### src/rtl/pe_seq.sv
// pe_seq: issue/collect sequencer for one RAVEN PE. Aligns operands to the PE latency,
// saturates each result to Q(INT_BW).(FRA_BW) and returns it in order through a credited FIFO.
`default_nettype none

module pe_seq #(
  parameter int INT_BW     = 5,
  parameter int FRA_BW     = 10,
  parameter int MUL_BW     = 16,
  parameter int ACC_BW     = 32,
  parameter int LAT_GEMM   = 2,
  parameter int LAT_UNO    = 2,
  parameter int FIFO_DEPTH = 4
) (
  input  logic              clk,
  input  logic              rst_n,
  input  logic              in_valid,
  output logic              in_ready,
  input  logic [1:0]        in_mode,
  input  logic [MUL_BW-1:0] in_x,
  input  logic [MUL_BW-1:0] in_y,
  input  logic [ACC_BW-1:0] in_acc,
  output logic [1:0]        pe_gemm_uno,
  output logic [MUL_BW-1:0] pe_x,
  output logic [MUL_BW-1:0] pe_wc,
  output logic [ACC_BW-1:0] pe_o,
  output logic [ACC_BW-1:0] pe_mac,
  input  logic [ACC_BW-1:0] pe_res,
  output logic              out_valid,
  input  logic              out_ready,
  output logic [MUL_BW-1:0] out_data,
  output logic              out_sat,
  output logic [1:0]        out_mode
);

  // Both latencies must be >= 2 so the side operand leaves through a register stage.
  localparam int LMAX = (LAT_GEMM > LAT_UNO) ? LAT_GEMM : LAT_UNO;
  localparam int AW   = $clog2(FIFO_DEPTH);
  localparam int CW   = $clog2(FIFO_DEPTH + 1);
  localparam int TOP  = INT_BW + 2 * FRA_BW;
  localparam logic [LMAX-1:0] KEEP_GEMM = ~(LMAX'(1) << LAT_GEMM);
  localparam logic [LMAX-1:0] KEEP_UNO  = ~(LMAX'(1) << LAT_UNO);
  localparam logic [CW:0]     DEPTH_C   = (CW + 1)'(FIFO_DEPTH);

  logic [1:0]        cur_mode;
  logic [LMAX:0]     tag;
  logic [ACC_BW-1:0] acc_dly [LMAX-1];
  logic [CW-1:0]     in_flight;
  logic [CW-1:0]     count;
  logic [AW-1:0]     wr_ptr;
  logic [AW-1:0]     rd_ptr;
  logic [MUL_BW-1:0] mem_data [FIFO_DEPTH];
  logic              mem_sat  [FIFO_DEPTH];
  logic [1:0]        mem_mode [FIFO_DEPTH];

  logic                  fire;
  logic                  pop;
  logic                  is_gemm;
  logic                  side_due;
  logic                  capture;
  logic [ACC_BW-1:0]     side_val;
  logic [LMAX-1:0]       keep;
  logic [CW:0]           used;
  logic [ACC_BW-TOP-1:0] hi;
  logic                  ovf;
  logic [MUL_BW-1:0]     sat_data;
  logic                  unused_frac;

  assign is_gemm  = (cur_mode == 2'b00);
  assign used     = {1'b0, in_flight} + {1'b0, count};
  // Credit uses registered counts only, so the FIFO can never overflow.
  assign in_ready = (used < DEPTH_C) && ((in_mode == cur_mode) || (in_flight == '0));
  assign fire     = in_valid && in_ready;
  assign out_valid = (count != '0);
  assign pop      = out_valid && out_ready;

  // The mode is frozen while anything is in flight, so one tap set serves all live tags.
  assign side_due = is_gemm ? tag[LAT_GEMM-2] : tag[LAT_UNO-2];
  assign side_val = is_gemm ? acc_dly[LAT_GEMM-2] : acc_dly[LAT_UNO-2];
  assign capture  = is_gemm ? tag[LAT_GEMM] : tag[LAT_UNO];
  assign keep     = is_gemm ? KEEP_GEMM : KEEP_UNO;

  // In range iff every bit from the Q5.20 sign position upward agrees.
  assign hi       = pe_res[ACC_BW-1:TOP];
  assign ovf      = !((&hi) || !(|hi));
  assign sat_data = ovf ? (pe_res[ACC_BW-1] ? {1'b1, {(MUL_BW-1){1'b0}}}
                                            : {1'b0, {(MUL_BW-1){1'b1}}})
                        : pe_res[TOP:FRA_BW];
  assign unused_frac = ^pe_res[FRA_BW-1:0];

  assign pe_gemm_uno = cur_mode;
  assign out_data    = out_valid ? mem_data[rd_ptr] : '0;
  assign out_sat     = out_valid ? mem_sat[rd_ptr]  : 1'b0;
  assign out_mode    = out_valid ? mem_mode[rd_ptr] : 2'b00;

  always_ff @(posedge clk) begin
    if (rst_n) begin
      cur_mode  <= 2'b00;
      tag       <= '0;
      in_flight <= '0;
      count     <= '0;
      wr_ptr    <= '0;
      rd_ptr    <= '0;
      pe_x      <= '0;
      pe_wc     <= '0;
      pe_o      <= '0;
      pe_mac    <= '0;
      for (int i = 0; i < LMAX - 1; i++) acc_dly[i] <= '0;
    end else begin
      if (fire) cur_mode <= in_mode;
      // A tag is dropped once it reaches its capture tap.
      tag       <= {tag[LMAX-1:0] & keep, fire};
      in_flight <= in_flight + CW'(fire) - CW'(capture);
      count     <= count + CW'(capture) - CW'(pop);
      if (capture) wr_ptr <= wr_ptr + 1'b1;
      if (pop)     rd_ptr <= rd_ptr + 1'b1;
      pe_x       <= fire ? in_x : '0;
      pe_wc      <= fire ? in_y : '0;
      acc_dly[0] <= fire ? in_acc : '0;
      for (int i = 1; i < LMAX - 1; i++) acc_dly[i] <= acc_dly[i-1];
      pe_o   <= (side_due && is_gemm)  ? side_val : '0;
      pe_mac <= (side_due && !is_gemm) ? side_val : '0;
    end
  end

  always_ff @(posedge clk) begin
    if (capture) begin
      mem_data[wr_ptr] <= sat_data;
      mem_sat[wr_ptr]  <= ovf;
      mem_mode[wr_ptr] <= cur_mode;
    end
  end

endmodule

`default_nettype wire

### config.mk
export PLATFORM = sky130hd
export DESIGN_NAME = pe_seq
export DESIGN_NICKNAME = d
export VERILOG_FILES = /design/src/rtl/pe_seq.sv
export SDC_FILE = /design/constraint.sdc
export NUM_CORES = 1
export LEC_CHECK = 0
export ABC_AREA = 1
export CORE_MARGIN = 1.5
export CORE_UTILIZATION = 51
export DETAILED_ROUTE_END_ITERATION = 7
export GPL_TIMING_DRIVEN = 0
export HOLD_SLACK_MARGIN = 0.15
export MAX_ROUTING_LAYER = met4
export PLACE_DENSITY = 0.95
export SLEW_MARGIN = 30
export SYNTH_ARGS = -nofsm -noshare
export SYNTH_HDL_FRONTEND = slang
export SYNTH_SLANG_ARGS = --single-unit
### constraint.sdc
create_clock -name clk -period 4.54 [get_ports clk]
set_clock_uncertainty 0.2 [all_clocks]
set_input_delay 0.908 -clock clk [delete_from_list [all_inputs] [get_ports clk]]
set_output_delay 0.908 -clock clk [all_outputs]
set_load 0.05 [all_outputs]
# ---- Word level (Yosys, flattened, before mapping)
# Memory sizes are Yosys's and may differ from the RTL's. A register that Yosys moved wholly into a read port is not among the register bits.
# Cells that the tools add are included.
dict set report word_totals {
  reg_bits 111
  ramBits 108
  in_bits 102
  output_inout_bits 119
  elab_cells 64
  memories 4
}
dict set report op_classes {
  n_addsub 7
  order_cmp 1
  eq_ne 1
  muxes 19
  bitwise 3
  reduce_logical 19
}
# memory words word_bits rd rd_ports_with_merged_regs write_ports line
set mem_list {}
lappend mem_list {mem_data 4 16 1 1 1 51} ;# logic [MUL_BW-1:0] mem_data [FIFO_DEPTH];
lappend mem_list {acc_dly 1 32 1 0 1 46} ;# logic [ACC_BW-1:0] acc_dly [LMAX-1];
lappend mem_list {mem_mode 4 2 1 1 1 53} ;# logic [1:0] mem_mode [FIFO_DEPTH];
lappend mem_list {mem_sat 4 1 1 1 1 52} ;# logic mem_sat [FIFO_DEPTH];
# operator count
set op_table {}
lappend op_table {{32-bit 2-to-1 mux} 2}
lappend op_table {{16-bit 2-to-1 mux} 3}
lappend op_table {{32-bit OR reduction} 1}
lappend op_table {{2-bit 2-to-1 mux} 7}
lappend op_table {{1-bit 2-to-1 mux} 7}
lappend op_table {{7-bit AND reduction} 1}
lappend op_table {{7-bit OR reduction} 1}
lappend op_table {{3-bit by 1-bit adder with 3-bit output} 2}
lappend op_table {{2-bit OR reduction} 3}
lappend op_table {{3-bit by 1-bit subtractor with 3-bit output} 2}
lappend op_table {{1-bit logical AND} 5}
lappend op_table {{2-bit by 1-bit adder with 2-bit output (second input constant)} 2}
lappend op_table {{3-bit by 3-bit adder with 4-bit output} 1}
lappend op_table {{4-bit by 3-bit less-than comparator with 1-bit output (second input constant)} 1}
lappend op_table {{1-bit zero test} 3}
lappend op_table {{3-bit zero test} 1}
lappend op_table {{1-bit NOT} 3}
lappend op_table {{3-bit nonzero test} 1}
lappend op_table {{2-bit equality test} 1}
lappend op_table {{2-bit zero test} 1}
lappend op_table {{1-bit logical OR} 2}

# ---- Logic depth before layout (Yosys ltp)
# Gate-level depths: netlist of the first run.
dict set report depth {
  word_depth 6
  mapped_depth 13
  depth_no_buf 13
}

# ---- Least setup slack after synthesis of the first run
# OpenSTA, ideal clock, no wires.
dict set report synth_path {
  path_kind {register -> output}
  from {register with a tool-made name}
  to {output port out_mode[0]}
  arrival_time_ps 1692
  t_required_ps 3432
  slack_ps 1740
  stages_incl_launch_ff 6
  n_path_buf 2
  path_cell_list {dfxtp_1 -> inv_2 -> clkbuf_1 -> clkbuf_1 -> o21ai_0 -> a21oi_1}
}
# element line
set synth_lines {}
lappend synth_lines {{end, declared} 32} ;# output logic [1:0] out_mode

==> results of run 1 <==
[power by group through the flow]
stage / Combinational (mW) / Sequential, mW / Clock (mW)
floorplan: 1.15 / 2.51 / 0
finish: 1.98 / 2.29 / 1.86
detailed placement: 1.95 / 2.33 / 0
CTS: 1.98 / 2.29 / 1.87
global placement: 1.90 / 2.32 / 0
global route: 2.10 / 2.30 / 1.96
[worst register-to-register path, stage by stage (launching register included)]
cell and delay (ps):
dfxtp_1 340, ha_1 290, inv_1 50, nand2_1 50, a21oi_2 210, nand3_1 170, ha_1 310, inv_1 40
ha_1 180, fa_1 350, inv_1 80, o21ai_0 90, a21oi_1 120
[metal layers]
metal | up-vias | track usage (%)
met4 | 0 | 8.89
met3 | 53 | 7.08
met5 | - | -
met1 | 2737 | 27.9
met2 | 292 | 46.6
li1 | 2742 | -
[how the worst max path moves through the flow]
stage                        to  slack [ps]        from  depth (start not counted)
detailed placement     in_ready         730  in_mode[1]                          6
finish              out_mode[0]         550   flip-flop                          6
global route        out_mode[0]         380   flip-flop                          6
CTS                 out_mode[1]         600   flip-flop                          6
global placement       in_ready         770  in_mode[1]                          6
floorplan           out_mode[0]        1740   flip-flop                          5
[sequential cells by signal, indices dropped and copies added (netlist names), named ones only]
name,flops
count,3
wr_ptr,2
pe_x,16
pe_o,32
tag,3
acc_dly,32
mem_mode,8
in_flight,3
pe_gemm_uno,2
mem_sat,4
pe_wc,16
pe_mac,32
mem_data,64
rd_ptr,2
[placed cells by master (no fill, tap or decap)]
master,count
nand2_2,1
a21oi_2,1
clkbuf_1,16
buf_2,7
o21ai_0,44
bufinv_16,1
nand3_4,1
a21oi_1,26
clkinvlp_4,1
nand4_1,3
and2_4,1
ha_1,10
xor2_1,2
clkinv_1,1
nand3_1,2
nor3_1,2
clkbuf_2,2
inv_2,2
xnor2_1,1
nor4_1,1
clkbuf_8,7
edfxtp_1,76
buf_1,1
clkdlybuf4s50_1,210
nand2_1,50
dfxtp_1,145
clkinv_2,2
nor2_1,167
o21ai_1,1
nor2_4,49
fa_1,2
nand3b_1,1
inv_1,132
clkbuf_16,24
buf_12,6
[cell type report]
type,count,area [sq um]
buffer,29,215
clock buffer,34,711
clock inverter,5,51.3
fill,935,4190
inverter,134,503
multi-input combinational,365,2010
sequential,221,5180
tap,188,235
timing repair buffer,210,2100
[metrics by stage]
stage | area [sq um] | hold slack, ps
6_report | 11000 | 210
5_1_grt | 11000 | 234
4_1_cts | 11000 | 213
3_5_place_dp | 10200 | 205
3_3_place_gp | 10200 | 191
2_1_floorplan | 7910 | 188
[kinds of logic after synthesis]
family,synth area share (%)
compound gates,4.60
simple gates,18.3
buf+inv,9.08
xor+xnor,0.332
fa+ha+maj,2.09
flops,65.5
==> impl_metrics.py, run 1 <==
metrics = {
    "outcome": {
        "status": "finished, final reports clean",
    },
    "floorplan": {
        "die_w_microns": 128,
        "io_pins": 221,
        "core_sq_mm": 0.0152,
        "fp-row-count": 45,
        "start_util_pct": 52.0,
        "die_y_microns": 128,
        "dieArea_sq_mm": 0.0163,
    },
    "worst_setup_path": {
        "critPathKind": "flip-flop to output pin",
        "cp_common_cell": "clkbuf_1",
        "cp_max_fo": 10,
        "rr_endpoint": "in_flight[2]$_SDFF_PP0_",
        "crit_required_ps": 3430,
        "arrival_ps": 2880,
        "ff2ff_path_depth": 12,
        "rrSetupSlack_ps": 2000,
        "reg2reg_from": "in_flight[2]$_SDFF_PP0_",
        "critPathCaptureType": "output pin",
        "path_cells": "inv_2 > clkbuf_1 > clkbuf_1 > o21ai_0 > a21oi_1 > clkdlybuf4s50_1",
        "cp_slowest_cell": "clkdlybuf4s50_1",
        "critPathTopFamily": "buffers and inverters",
        "cpPeakStageDelay_ps": 840,
        "start_kind": "flip-flop",
        "path_buf_inv": 4,
    },
    "drt": {
        "drt-total-wl_microns": 20300,
        "drtPass1Iterations": 6,
        "dr_wl_met3_microns": 1760,
        "routed-wl-met2_microns": 10600,
        "drc_errors": 0,
        "vias": 5824,
        "drt_iter0_drc": 378,
        "highest_layer": "met4",
        "viasPerCell": 4.91,
        "ant_nets": 0,
        "wl_per_cell_microns": 17.1,
        "drt-met1-wl_microns": 7290,
    },
    "power_and_ir_drop": {
        "seq_power_share_pct": 37.4,
        "p_leak_nw": 4.36,
        "power_mw": 6.12,
        "intPower_mw": 3.99,
        "clkPwrFrac_pct": 30.3,
        "vdd.ir_drop.worst_mv": 0.425,
        "swShare_pct": 34.8,
        "p_per_area_mw_per_mm2": 556,
        "p_sw_mw": 2.13,
        "power_frac_comb_pct": 32.3,
    },
    "clock_network": {
        "cts_buffer_depth": 3,
        "htreeDepth": 1,
        "root_buffer": "clkbuf_16",
        "cts_hold_buf": 0,
        "cts_tree": "yes",
        "clk_latency_ps": 490,
        "cts_sinks": 221,
        "cts_setup_buffers": 0,
        "path_clk_slew_ps": 60,
        "numCtsBuffers": 22,
        "post_cts_resized": 0,
    },
    "global_route": {
        "grt_pass1_vias": 6183,
        "antenna_found_initial": 0,
        "grt_pass1_wl_microns": 31700,
        "grt_overflow": 0,
        "grt_usage_pct": 26.1,
        "grt_max_degree": 20,
    },
    "synthesis": {
        "synth_warnings": 0,
        "syn_area_sq_mm": 0.00791,
        "synth_seq_area_share_pct": 65.5,
        "synth_top_cell_area_share_pct": 36.7,
        "synth_flop_cell": "dfxtp_1",
        "yosysMostFrequentCell": "nor2_1",
        "synth.area.top_cells": "dfxtp_1 (37%), edfxtp_1 (29%), nor2_1 (7.9%)",
        "synth_seq_cells": 221,
        "synth.distinct_cells": 28,
        "syn-num-nets": 863,
        "syn-instance-count": 749,
        "avgSynthCellArea_sq_um": 10.6,
        "yosysTopAreaCell": "dfxtp_1",
        "synth_edf_count": 76,
        "async_flop_share_pct": 0,
        "synth_common_cells": "nor2_1 (167), dfxtp_1 (145), inv_1 (131), edfxtp_1 (76), nand2_1 (50)",
    },
    "timing": {
        "setup_slack_ps": 552,
        "tns_ps": 0,
        "final_hold_viol_count": 0,
        "worst_pin_slew_ps": 861,
        "rsz0062_at_grt": "no",
        "period_needed_ps": 3990,
        "setup_violations": 0,
        "drv_slew": 0,
        "slew_headroom_pct": 42.5,
        "finalCritPeriodShare_pct": 87.8,
        "fmax_mhz": 251,
    },
    "place": {
        "placedCellCount": 1147,
        "gp_congestion": 0.794,
        "port-buffer-count": 210,
        "hpwl_microns": 13700,
        "place_ws_ps": 733,
    },
    "final_layout": {
        "post-route-util_pct": 72.4,
        "stdcell_count": 1186,
        "syn_to_final_growth_pct": 39.2,
        "diodes": 0,
        "drive_gt1_share_pct": 10.5,
        "fin_nets": 1097,
    },
    "worst_hold_path": {
        "holdPathEnd": "tag[2]$_SDFF_PP0_",
        "holdPathStages": 2,
        "min_from": "tag[1]$_SDFF_PP0_",
        "min_path_type": "flip-flop to flip-flop",
    },
    "run": {
        "max_cap_violations": 0,
    },
}
Note: power is estimated with default switching activity, not from simulation.
==> inputs of run 2 (changes only) <==
--- a/config.mk
+++ b/config.mk
@@ -8,6 +8,7 @@
 export ABC_AREA = 1
 export CORE_MARGIN = 1.5
 export CORE_UTILIZATION = 51
+export CTS_CLUSTER_SIZE = 10
 export DETAILED_ROUTE_END_ITERATION = 7
 export GPL_TIMING_DRIVEN = 0
 export HOLD_SLACK_MARGIN = 0.15
==> impl_metrics.py, run 2 (synthesis results as in run 1) <==
metrics = {
    "final_layout": {
        "drive_gt1_share_pct": 9.63,
        "fillers": 953,
        "final_common_cell": "clkdlybuf4s50_1",
        "multi_input_area_sq_mm": 0.00201,
        "largest_register_ff_count": 64,
        "regArea_sq_mm": 0.00518,
        "stdcell_count": 1185,
        "fin_nets": 1101,
        "diodes": 0,
        "regMostFlops": "mem_data",
        "final_cell_mix": "clkdlybuf4s50_1 (210), nor2_1 (167), dfxtp_1 (145), inv_1 (131), edfxtp_1 (76)",
        "syn_to_final_growth_pct": 38.7,
    },
    "global_route": {
        "grt_max_degree": 20,
        "grt_util_met2_pct": 48.5,
        "grt_use_met3_pct": 7.29,
        "grt_pass1_wl_microns": 32700,
        "grt_pass1_vias": 6294,
        "use_met1_pct": 28.7,
        "grt_usage_pct": 27.2,
        "grt_overflow": 0,
        "antenna_found_initial": 0,
        "grt-busiest-layer": "met2",
    },
    "worst_hold_path": {
        "min_path_type": "flip-flop to flip-flop",
        "holdPathStages": 2,
    },
    "timing": {
        "rsz0062_at_grt": "no",
        "slew_headroom_pct": 40.2,
        "tns_ps": 0,
        "period_needed_ps": 4020,
        "drv_slew": 0,
        "finalCritPeriodShare_pct": 88.5,
        "worst_pin_slew_ps": 896,
        "final_hold_viol_count": 0,
        "fmax_mhz": 249,
        "setup_violations": 0,
    },
    "clock_network": {
        "cts_sinks": 221,
        "cts_buffer_depth": 3,
        "htreeDepth": 1,
        "cts_tree": "yes",
        "post_cts_resized": 0,
        "root_buffer": "clkbuf_16",
        "cts_hold_buf": 0,
        "path_clk_slew_ps": 60,
        "clk_latency_ps": 510,
        "numCtsBuffers": 26,
        "cts_setup_buffers": 0,
    },
    "power_and_ir_drop": {
        "clkPwrFrac_pct": 29.7,
        "p_leak_nw": 4.33,
        "p_sw_mw": 2.15,
        "intPower_mw": 3.93,
        "vdd.ir_drop.worst_mv": 0.386,
        "swShare_pct": 35.3,
        "p_per_area_mw_per_mm2": 554,
        "seq_power_share_pct": 37.7,
        "power_frac_comb_pct": 32.6,
    },
    "drt": {
        "vias": 5944,
        "viasPerCell": 5.02,
        "drc_errors": 0,
        "drt_iter0_drc": 455,
        "drtPass1Iterations": 5,
        "wl_per_cell_microns": 17.8,
        "ant_nets": 0,
        "drt-total-wl_microns": 21100,
    },
    "worst_setup_path": {
        "crit_required_ps": 3430,
        "arrival_ps": 2910,
        "critPathCaptureType": "output pin",
        "cp_max_fo": 10,
        "critPathKind": "flip-flop to output pin",
        "rrSetupSlack_ps": 2010,
        "ff2ff_path_depth": 12,
        "start_kind": "flip-flop",
    },
    "floorplan": {
        "core_sq_mm": 0.0152,
        "die_w_microns": 128,
        "dieArea_sq_mm": 0.0163,
        "fp-row-count": 45,
        "io_pins": 221,
        "die_y_microns": 128,
        "start_util_pct": 52.0,
    },
    "run": {
        "max_cap_violations": 0,
    },
    "place": {
        "placedCellCount": 1147,
        "port-buffer-count": 210,
        "gp_congestion": 0.794,
        "hpwl_microns": 13700,
    },
    "outcome": {
        "status": "finished, final reports clean",
    },
}
[run 2: layer usage]
metal	up-vias	wire, microns
met4	0	707
li1	2757	-
met1	2825	7520
met2	313	11100
met5	-	0
met3	49	1820
[run 2: area by class of cell]
| type | count | share of cell area, % |
|---|---|---|
| Sequential cell | 221 | 47.3 |
| Clock inverter | 1 | 0.0798 |
| Timing Repair Buffer | 210 | 19.2 |
| Multi-Input combinational cell | 365 | 18.3 |
| Buffer | 29 | 1.96 |
| Tap cell | 188 | 2.14 |
| Inverter | 134 | 4.59 |
| Clock buffer | 37 | 6.50 |
[run 2: critical path: stages (launching register included)]
cell and delay [ps]:
dfxtp_1 340, inv_2 60, clkbuf_1 340, clkbuf_1 390, o21ai_0 180, a21oi_1 240
clkdlybuf4s50_1 840
[run 2: metrics by stage]
step	utilization (%)	instance area [sq um]	setup WS, ps	hold WS (ps)	power [mW]
after floorplan	-	7910	1740	188	3.65
after global placement	67.4	10200	775	191	4.22
after detailed placement	67.4	10200	733	205	4.28
after CTS	72.2	11000	566	214	6.10
after global routing	72.2	11000	381	233	6.33
final	72.2	11000	522	210	6.08
[run 2: path summary, 6_finish.rpt]
check	from	to
setup / recovery	flip-flop	out_mode[0]
hold / removal	tag[1]$_SDFF_PP0_	tag[2]$_SDFF_PP0_
setup reg to reg	in_flight[2]$_SDFF_PP0_	in_flight[2]$_SDFF_PP0_
hold reg to reg	tag[1]$_SDFF_PP0_	tag[2]$_SDFF_PP0_
[run 2: power groups by stage]
stage | sequential, mW | clock (mW) | combinational, mW
after floorplan | 2.51 | 0 | 1.15
after global placement | 2.32 | 0 | 1.90
after detailed placement | 2.33 | 0 | 1.95
after CTS | 2.29 | 1.83 | 1.98
after global routing | 2.31 | 1.92 | 2.10
final | 2.29 | 1.81 | 1.98
==> inputs of run 3 (changes only) <==
--- a/config.mk
+++ b/config.mk
@@ -7,7 +7,8 @@
 export LEC_CHECK = 0
 export ABC_AREA = 1
 export CORE_MARGIN = 1.5
-export CORE_UTILIZATION = 51
+export CORE_UTILIZATION = 53
+export CTS_BUF_LIST = sky130_fd_sc_hd__clkbuf_4
 export CTS_CLUSTER_SIZE = 10
 export DETAILED_ROUTE_END_ITERATION = 7
 export GPL_TIMING_DRIVEN = 0
==> impl_metrics.py, run 3 (synthesis results as in run 1) <==
metrics = {
    "clock_network": {
        "cts_sinks": 221,
        "htreeDepth": 2,
        "cts_hold_buf": 0,
        "path_clk_slew_ps": 60,
        "post_cts_resized": 0,
        "cts_tree": "yes",
        "numCtsBuffers": 52,
        "root_buffer": "clkbuf_4",
        "clk_latency_ps": 630,
        "cts_setup_buffers": 0,
        "cts_buffer_depth": 3,
    },
    "floorplan": {
        "dieArea_sq_mm": 0.0157,
        "fp-row-count": 44,
        "io_pins": 221,
        "core_sq_mm": 0.0145,
        "die_y_microns": 125,
        "die_w_microns": 125,
        "start_util_pct": 54.4,
    },
    "global_route": {
        "grt_max_degree": 20,
        "grt_usage_pct": 27.0,
        "grt_pass1_wl_microns": 31600,
        "grt_overflow": 0,
        "grt_pass1_vias": 6275,
        "antenna_found_initial": 1,
    },
    "worst_setup_path": {
        "rrSetupSlack_ps": 2010,
        "arrival_ps": 2980,
        "reg2reg_from": "in_flight[2]$_SDFF_PP0_",
        "start_kind": "flip-flop",
        "cp_max_fo": 10,
        "ff2ff_path_depth": 12,
        "critPathCaptureType": "output pin",
        "critPathKind": "flip-flop to output pin",
        "crit_required_ps": 3430,
        "rr_endpoint": "in_flight[2]$_SDFF_PP0_",
    },
    "worst_hold_path": {
        "holdPathStages": 2,
        "holdPathEnd": "tag[2]$_SDFF_PP0_",
        "min_path_type": "flip-flop to flip-flop",
        "min_from": "tag[1]$_SDFF_PP0_",
    },
    "timing": {
        "tns_ps": 0,
        "rsz0062_at_grt": "no",
        "setup_slack_ps": 456,
        "setup_violations": 0,
        "drv_slew": 0,
        "worst_pin_slew_ps": 857,
        "fmax_mhz": 245,
        "final_hold_viol_count": 0,
        "finalCritPeriodShare_pct": 90.0,
        "hold_ws_ps": 205,
        "slew_headroom_pct": 42.8,
        "period_needed_ps": 4080,
    },
    "place": {
        "gp_congestion": 0.776,
        "port-buffer-count": 210,
        "place_ws_ps": 726,
        "hpwl_microns": 13400,
        "placedCellCount": 1143,
    },
    "drt": {
        "drt_iter0_drc": 480,
        "drtPass1Iterations": 5,
        "wl_per_cell_microns": 16.5,
        "drc_errors": 0,
        "drt-total-wl_microns": 20500,
        "ant_nets": 0,
        "viasPerCell": 4.80,
        "vias": 5966,
    },
    "final_layout": {
        "largest_register_ff_count": 64,
        "final_common_cell": "clkdlybuf4s50_1",
        "multi_input_area_sq_mm": 0.00201,
        "stdcell_count": 1242,
        "final_cell_mix": "clkdlybuf4s50_1 (210), nor2_1 (167), dfxtp_1 (145), inv_1 (131), clkbuf_4 (79)",
        "regMostFlops": "mem_data",
        "drive_gt1_share_pct": 14.3,
        "syn_to_final_growth_pct": 37.9,
        "regArea_sq_mm": 0.00518,
        "fillers": 866,
        "fin_nets": 1127,
    },
    "power_and_ir_drop": {
        "p_per_area_mw_per_mm2": 533,
        "power_mw": 5.81,
        "vdd.ir_drop.worst_mv": 0.418,
        "p_leak_nw": 4.38,
    },
    "outcome": {
        "status": "finished, final reports clean",
    },
    "run": {
        "max_cap_violations": 0,
    },
}
-- run 3: cell types whose count changed in the layout (fill, tap and decap cells not counted), sizes merged --
| cell | change |
|---|---|
| clkbuf | +42 |
| clkinv | +17 |
| diode | +1 |
| inv | +1 |
-- run 3: report_power, final --
| part | switching, mW | internal [mW] |
|---|---|---|
| Sequential | 0.0854 | 2.20 |
| Clock | 0.756 | 0.800 |
| Combinational | 1.31 | 0.653 |
-- run 3: worst max path at each step --
| stage | cells past startpoint | end | startpoint | slack (ps) |
|---|---|---|---|---|
| 3_5_place_dp | 6 | in_ready | in_mode[1] | 730 |
| 6_report | 6 | out_data[2] | flip-flop | 460 |
| 4_1_cts | 6 | out_data[2] | flip-flop | 430 |
| 2_1_floorplan | 5 | out_mode[0] | flip-flop | 1740 |
| 3_3_place_gp | 6 | in_ready | in_mode[1] | 770 |
| 5_1_grt | 6 | out_data[2] | flip-flop | 250 |
-- run 3: cell type report --
type                       instances  share of cell area, %
antenna                            1                 0.0229
buffer                            29                   1.97
clock buffer                      79                   5.44
clock inverter                    19                  0.677
inverter                         134                   4.61
multi-input combinational        365                   18.4
sequential                       221                   47.5
tap                              184                   2.11
timing repair buffer             210                   19.3
-- run 3: per-layer routing --
| layer | global-route usage [%] | wire [microns] |
|---|---|---|
| met5 | - | 0 |
| met4 | 8.29 | 456 |
| met3 | 8.94 | 1870 |
| met2 | 49.8 | 11100 |
| met1 | 26.9 | 7130 |
-- run 3: stage by stage --
step / utilization [%] / instance area, sq um
6_report: 75.1 / 10900
2_1_floorplan: - / 7910
4_1_cts: 75.1 / 10900
3_5_place_dp: 70.5 / 10200
3_3_place_gp: 70.5 / 10200
5_1_grt: 75.1 / 10900
-- run 3: worst max-delay path, cell delays in order, from the launching register on --
cell             delay (ps)
dfxtp_1                 340
inv_2                    60
clkbuf_1                340
clkbuf_1                410
o21ai_0                 180
a21oi_1                 210
clkdlybuf4s50_1         840
